[src/rtl/axis_spi_dac_pkg.sv]
// Shared definitions for the daisy-chained AD5791 AXI-Stream SPI writer.
package axis_spi_dac_pkg;

  localparam int unsigned AD5791_FRAME_BITS = 24;

  typedef enum logic [1:0] {
    ST_IDLE  = 2'd0,
    ST_SHIFT = 2'd1,
    ST_GAP   = 2'd2,
    ST_LDAC  = 2'd3
  } state_e;

  function automatic int unsigned clog2(input int unsigned v);
    int unsigned r;
    r = 0;
    for (int unsigned i = 0; i < 32; i++) begin
      if ((64'd1 << i) < 64'(v)) r = i + 1;
    end
    return r;
  endfunction

endpackage

[src/rtl/spi_sclk_div.sv]
// SCLK generator: idles high, toggles every CLK_DIV cycles while enabled.
module spi_sclk_div
  import axis_spi_dac_pkg::*;
#(
  parameter int unsigned CLK_DIV = 2
) (
  input  logic clk_i,
  input  logic rst_ni,
  input  logic en_i,
  output logic sclk_o,
  output logic fall_tick_o,
  output logic rise_tick_o
);

  localparam int unsigned CW = (clog2(CLK_DIV) < 1) ? 1 : clog2(CLK_DIV);
  localparam logic [CW-1:0] LAST = CW'(CLK_DIV - 1);

  logic [CW-1:0] cnt_q, cnt_d;
  logic          sclk_q, sclk_d;

  // Ticks coincide with the edge on which sclk toggles.
  always_comb begin
    cnt_d       = cnt_q;
    sclk_d      = sclk_q;
    fall_tick_o = 1'b0;
    rise_tick_o = 1'b0;
    if (!en_i) begin
      cnt_d  = '0;
      sclk_d = 1'b1;
    end else if (cnt_q == LAST) begin
      cnt_d       = '0;
      sclk_d      = ~sclk_q;
      fall_tick_o = sclk_q;
      rise_tick_o = ~sclk_q;
    end else begin
      cnt_d = cnt_q + CW'(1);
    end
  end

  always_ff @(posedge clk_i or negedge rst_ni) begin
    if (!rst_ni) begin
      cnt_q  <= '0;
      sclk_q <= 1'b1;
    end else begin
      cnt_q  <= cnt_d;
      sclk_q <= sclk_d;
    end
  end

  assign sclk_o = sclk_q;

endmodule

[src/rtl/axis_spi_dac_chain.sv]
// AXI-Stream word -> one SPI frame through N_DEV chained AD5791 DACs, with SYNC gap and LDAC pulse.
module axis_spi_dac_chain
  import axis_spi_dac_pkg::*;
#(
  parameter int unsigned FRAME_BITS = AD5791_FRAME_BITS,
  parameter int unsigned N_DEV      = 2,
  parameter int unsigned CLK_DIV    = 2,
  parameter int unsigned SYNC_IDLE  = 2,
  parameter int unsigned LDAC_EN    = 1,
  parameter int unsigned LDAC_WIDTH = 2
) (
  input  logic                        s_axis_aclk,
  input  logic                        s_axis_aresetn,
  input  logic [FRAME_BITS*N_DEV-1:0] s_axis_tdata,
  input  logic                        s_axis_tvalid,
  output logic                        s_axis_tready,
  output logic                        dac_sclk,
  output logic                        dac_sdi,
  output logic                        dac_syncn,
  output logic                        dac_ldacn,
  output logic                        busy
);

  localparam int unsigned TOTAL = FRAME_BITS * N_DEV;
  localparam int unsigned BW    = clog2(TOTAL + 1);
  localparam int unsigned GMAX  = (SYNC_IDLE > LDAC_WIDTH) ? SYNC_IDLE : LDAC_WIDTH;
  localparam int unsigned GW    = clog2(GMAX + 1);

  if (CLK_DIV < 1 || SYNC_IDLE < 1 || N_DEV < 1 || LDAC_WIDTH < 1) begin : g_bad_param
    $error("axis_spi_dac_chain: CLK_DIV, SYNC_IDLE, N_DEV and LDAC_WIDTH must be >= 1");
  end

  state_e            state_q, state_d;
  logic [TOTAL-1:0]  sreg_q, sreg_d;
  logic [BW-1:0]     bit_q, bit_d;
  logic [GW-1:0]     gcnt_q, gcnt_d;
  logic              tready_q, tready_d;
  logic              sdi_q, sdi_d;
  logic              syncn_q, syncn_d;
  logic              ldacn_q, ldacn_d;
  logic              busy_q;
  logic              sclk, fall_tick, rise_tick;

  spi_sclk_div #(.CLK_DIV(CLK_DIV)) u_div (
    .clk_i       (s_axis_aclk),
    .rst_ni      (s_axis_aresetn),
    .en_i        (state_q == ST_SHIFT),
    .sclk_o      (sclk),
    .fall_tick_o (fall_tick),
    .rise_tick_o (rise_tick)
  );

  always_comb begin
    state_d  = state_q;
    sreg_d   = sreg_q;
    bit_d    = bit_q;
    gcnt_d   = gcnt_q;
    tready_d = tready_q;
    sdi_d    = sdi_q;
    syncn_d  = syncn_q;
    ldacn_d  = ldacn_q;
    case (state_q)
      ST_IDLE: begin
        tready_d = 1'b1;
        if (s_axis_tvalid && tready_q) begin
          tready_d = 1'b0;
          syncn_d  = 1'b0;
          sdi_d    = s_axis_tdata[TOTAL-1];
          sreg_d   = s_axis_tdata << 1;
          bit_d    = '0;
          state_d  = ST_SHIFT;
        end
      end
      ST_SHIFT: begin
        // bit_q counts falling edges; the rise after the TOTAL-th closes the frame.
        if (fall_tick) begin
          bit_d = bit_q + BW'(1);
        end else if (rise_tick) begin
          if (bit_q == BW'(TOTAL)) begin
            syncn_d = 1'b1;
            sdi_d   = 1'b0;
            gcnt_d  = '0;
            state_d = ST_GAP;
          end else begin
            sdi_d  = sreg_q[TOTAL-1];
            sreg_d = sreg_q << 1;
          end
        end
      end
      ST_GAP: begin
        if (gcnt_q == GW'(SYNC_IDLE - 1)) begin
          gcnt_d = '0;
          if (LDAC_EN != 0) begin
            ldacn_d = 1'b0;
            state_d = ST_LDAC;
          end else begin
            tready_d = 1'b1;
            state_d  = ST_IDLE;
          end
        end else begin
          gcnt_d = gcnt_q + GW'(1);
        end
      end
      ST_LDAC: begin
        if (gcnt_q == GW'(LDAC_WIDTH - 1)) begin
          ldacn_d  = 1'b1;
          tready_d = 1'b1;
          state_d  = ST_IDLE;
        end else begin
          gcnt_d = gcnt_q + GW'(1);
        end
      end
      default: state_d = ST_IDLE;
    endcase
  end

  always_ff @(posedge s_axis_aclk or negedge s_axis_aresetn) begin
    if (!s_axis_aresetn) begin
      state_q  <= ST_IDLE;
      sreg_q   <= '0;
      bit_q    <= '0;
      gcnt_q   <= '0;
      tready_q <= 1'b0;
      sdi_q    <= 1'b0;
      syncn_q  <= 1'b1;
      ldacn_q  <= 1'b1;
      busy_q   <= 1'b0;
    end else begin
      state_q  <= state_d;
      sreg_q   <= sreg_d;
      bit_q    <= bit_d;
      gcnt_q   <= gcnt_d;
      tready_q <= tready_d;
      sdi_q    <= sdi_d;
      syncn_q  <= syncn_d;
      ldacn_q  <= ldacn_d;
      busy_q   <= (state_d != ST_IDLE);
    end
  end

  assign s_axis_tready = tready_q;
  assign dac_sclk      = sclk;
  assign dac_sdi       = sdi_q;
  assign dac_syncn     = syncn_q;
  assign dac_ldacn     = ldacn_q;
  assign busy          = busy_q;

endmodule

[config.mk]
export PLATFORM = sky130hd
export DESIGN_NAME = axis_spi_dac_chain
export DESIGN_NICKNAME = d
export VERILOG_FILES = /design/src/rtl/axis_spi_dac_pkg.sv /design/src/rtl/spi_sclk_div.sv /design/src/rtl/axis_spi_dac_chain.sv
export SDC_FILE = /design/constraint.sdc
export NUM_CORES = 1
export LEC_CHECK = 0
export CAP_MARGIN = 25
export CORE_UTILIZATION = 30
export DETAILED_ROUTE_END_ITERATION = 10
export PLACE_DENSITY = 0.47
export SLEW_MARGIN = 5
export SYNTH_ARGS = -nofsm -noshare
export SYNTH_HDL_FRONTEND = slang
export SYNTH_SLANG_ARGS = --single-unit
[constraint.sdc]
create_clock -name s_axis_aclk -period 1.9 [get_ports s_axis_aclk]
set_input_delay 0.285 -clock s_axis_aclk [delete_from_list [all_inputs] [get_ports s_axis_aclk]]
set_output_delay 0.285 -clock s_axis_aclk [all_outputs]
set_load 0.02 [all_outputs]
==> results by group <==
Floorplanning
  – Die Ht: 110.8 um
  – DIE WIDTH: 110.8 um
  – Starting Density: 0.3094
  – Site row count: 39
  – Total core area: 11,470 um2
  – I/O pins: 57
  – Die area: 12,270 um2

Power
  – Static Leak: 0.002114 uW
  – Combinational Power Share: 0.043
  – Max IR drop VDD: 0.4650 mV
  – Int Pwr: 2643 uW
  – Clk pwr share: 0.539
  – Sw frac: 0.1912
  – Pwr dens: 716.0 nW/um2
  – Sequential share of power: 0.417
  – P_sw: 624.8 uW

Yosys
  – Yosys top cell by area: dfrtp_1
  – Post-synth EDFFs: 0
  – Dominant cell by count in the synthesized netlist: nor2_1
  – Synthesized cell area: 3548 um2
  – Sequential area share after synthesis: 0.4524
  – Distinct cells, synth: 33
  – Async SR Flop Fraction: 1.000
  – Main synth FF type: dfrtp_1
  – Top cells by count, synth: 101 x nor2_1, 61 x dfrtp_1, 49 x o21ai_1
  – Syn_nets: 410
  – Area share of the largest cell type after synthesis: 0.4302
  – Cells after Synth: 355
  – Area contributors post-synth: dfrtp_1 43%, o41ai_2 18%, nor2_1 11%, o21ai_1 6.9%, buf_6 2.5%
  – Average size of a mapped cell: 9.996 um2
  – #FFs+latches synth: 64
  – Yosys warns: 0

Clocking
  – CTS clk-pin slew, worst paths: 0.05 ns
  – Inserted Clock Buffers: 9
  – Root cell of the clock tree: clkbuf_16
  – Worst skew pair latency: 0.32 ns
  – Number of setup buffers added after CTS: 0
  – Longest Clk Path Bufs: 2
  – Cts hold-fix bufs: 1
  – Resize count post-CTS: 0
  – H-tree depth: 3
  – CTS tree: yes
  – Clk sinks: 64

GRT
  – Initial antenna violation count: 0
  – First-pass GRT wire length: 13.51 mm
  – Largest net degree at the start of global routing: 54
  – Vias in the first global route: 2,707
  – Global route overflow: 0
  – Total GRT Usage: 0.1350

Setup path
  – Setup Crit Path Kind: flop to output port
  – Slowest CP cell: clkdlybuf4s50_1
  – Max incr delay on CP: 0.61 ns
  – Reg2reg start: state_q[1]
  – CP cell instances: clkdlybuf4s50_1
  – Setup crit end kind: output port
  – Worst reg2reg endpoint: sreg_q[3]
  – WP data arrival: 1.48 ns
  – Flop-to-flop setup slack: 0.24 ns
  – Startpoint Class: flop
  – CP max FO: 5
  – Worst Path Buf+Inv: 1
  – Worst R2R Path Depth: 4
  – Req. time, crit path: 1.62 ns
  – CP delay by family, top: buffers and inverters

Placed design
  – Hpwl dp: 4.948 mm
  – IO Port Bufs: 56
  – Place WS: 0.02938 ns
  – Post-placement cell count: 529
  – Routability cong.: 0.6755

Routing
  – Via count: 2,698
  – DRC violations left: 0
  – Drt pass-1 iters: 4
  – First DRT Iteration DRCs: 137
  – Antenna-violating nets left: 0
  – Routed WL: 7.950 mm
  – Vias per cell: 4.941
  – Routed WL per cell: 14.56 um

Outcome
  – Status: finished clean

Hold path
  – Hold Crit Class: input pin to async pin

Timing
  – Max Freq: 565.1 MHz
  – Fin crit period: 1.770 ns
  – Setup WS post-layout: 0.1303 ns
  – Final setup TNS: 0 ns
  – RSZ-0062 raised after global routing: no
  – Final setup vio count: 0
  – Worst Max-Slew Pin Slew: 0.3239 ns
  – Final Cycle Share: 0.9314
  – Clk_skew: 0.006128 ns
  – Rel. slew slack: 0.7812
  – Fin. Hold Viols: 0
  – Max Slew Vio Count: 0

Finish
  – Area grow syn2layout: 28.63%
  – Final Net Count: 453
  – Ant. Diodes: 0
  – Fraction of layout cells with a size suffix above 1: 0.1836
  – Finished Layout Cells: 546

Job
  – Maxcap violations: 0
-- per-stage QoR --
stage               power, uW  area [um2]  utilization  hold slack (ns)
finish                   3268        4564       0.3980           0.2944
global route             3392        4564       0.3980           0.3020
CTS                      3317        4564       0.3980           0.2817
detailed placement       1530        4239       0.3697          0.09705
global placement         1530        4239       0.3697          0.09844
floorplan                1389        3548            -         -0.01059
-- worst max-delay path by stage --
stage                       start          to  slack [ns]  cells after the start
global placement    s_axis_tvalid  sreg_q[46]        0.11                      5
floorplan            u_div.sclk_o  sreg_q[35]        0.33                      6
global route         u_div.sclk_o    dac_sclk        0.09                      1
CTS                  u_div.sclk_o    dac_sclk        0.12                      1
detailed placement  s_axis_tvalid   sreg_q[3]        0.03                      5
finish               u_div.sclk_o    dac_sclk        0.13                      1
-- sequential cells by signal, summed over array words and instances, names as in the netlist, 2 cells and up --
signal / flops
sreg_q: 47
state_q: 2
gcnt_q: 2
bit_q: 6
-- cell type report --
type | count | area (um2)
clock buffers | 13 | 250.2
inverters | 4 | 15.01
well taps | 143 | 178.9
clock inverters | 3 | 65.06
repair buffers | 69 | 730.7
fillers | 1143 | 6903
multi-input cells | 250 | 1719
flip-flops and latches | 64 | 1605
-- logic make-up (layout without fill, tap and decap cells) --
group           count (synthesis)  in the layout  synth area share
compound gates                109            109            0.2920
xor+xnor                        5              5           0.01234
fa+ha+maj                       4              4           0.01410
buf+inv                        41             89           0.06805
flops                          64             64            0.4524
mux                             2              2          0.006347
simple gates                  130            130            0.1548
-- cells in the final DEF, fill, tap and decap left out, types with 3 or more instances in the layout --
cell type,netlist,layout
o41ai_2,40,40
o211ai_1,4,4
nand2_1,9,9
clkbuf_1,11,3
dfstp_2,3,3
nand4_1,3,3
buf_12,0,6
a21oi_1,7,7
ha_1,4,4
o21ai_1,49,49
nor2_1,101,101
clkdlybuf4s50_1,0,55
dfrtp_1,61,61
xor2_1,5,5
buf_4,3,6
inv_1,4,4
clkbuf_16,0,9
nand3_1,5,5
o41ai_1,6,6
-- layer usage --
layer | GRT usage | part of all wire | vias up
met5 | 0 | 0 | -
met4 | 0.03467 | 0.0096 | 0
met3 | 0.04265 | 0.042 | 7
met2 | 0.2054 | 0.44 | 45
met1 | 0.1851 | 0.51 | 1288
li1 | - | - | 1358
-- power by group through the flow --
| stage | Sequential [uW] | Combinational [uW] | Clock, uW |
|---|---|---|---|
| final | 1360 | 141 | 1760 |
| after global routing | 1360 | 154 | 1870 |
| after CTS | 1360 | 145 | 1810 |
| after detailed placement | 1390 | 142 | 0 |
| after global placement | 1390 | 142 | 0 |
| after floorplan | 1390 | 0.567 | 0 |
Power figures use the tool's default switching activity.
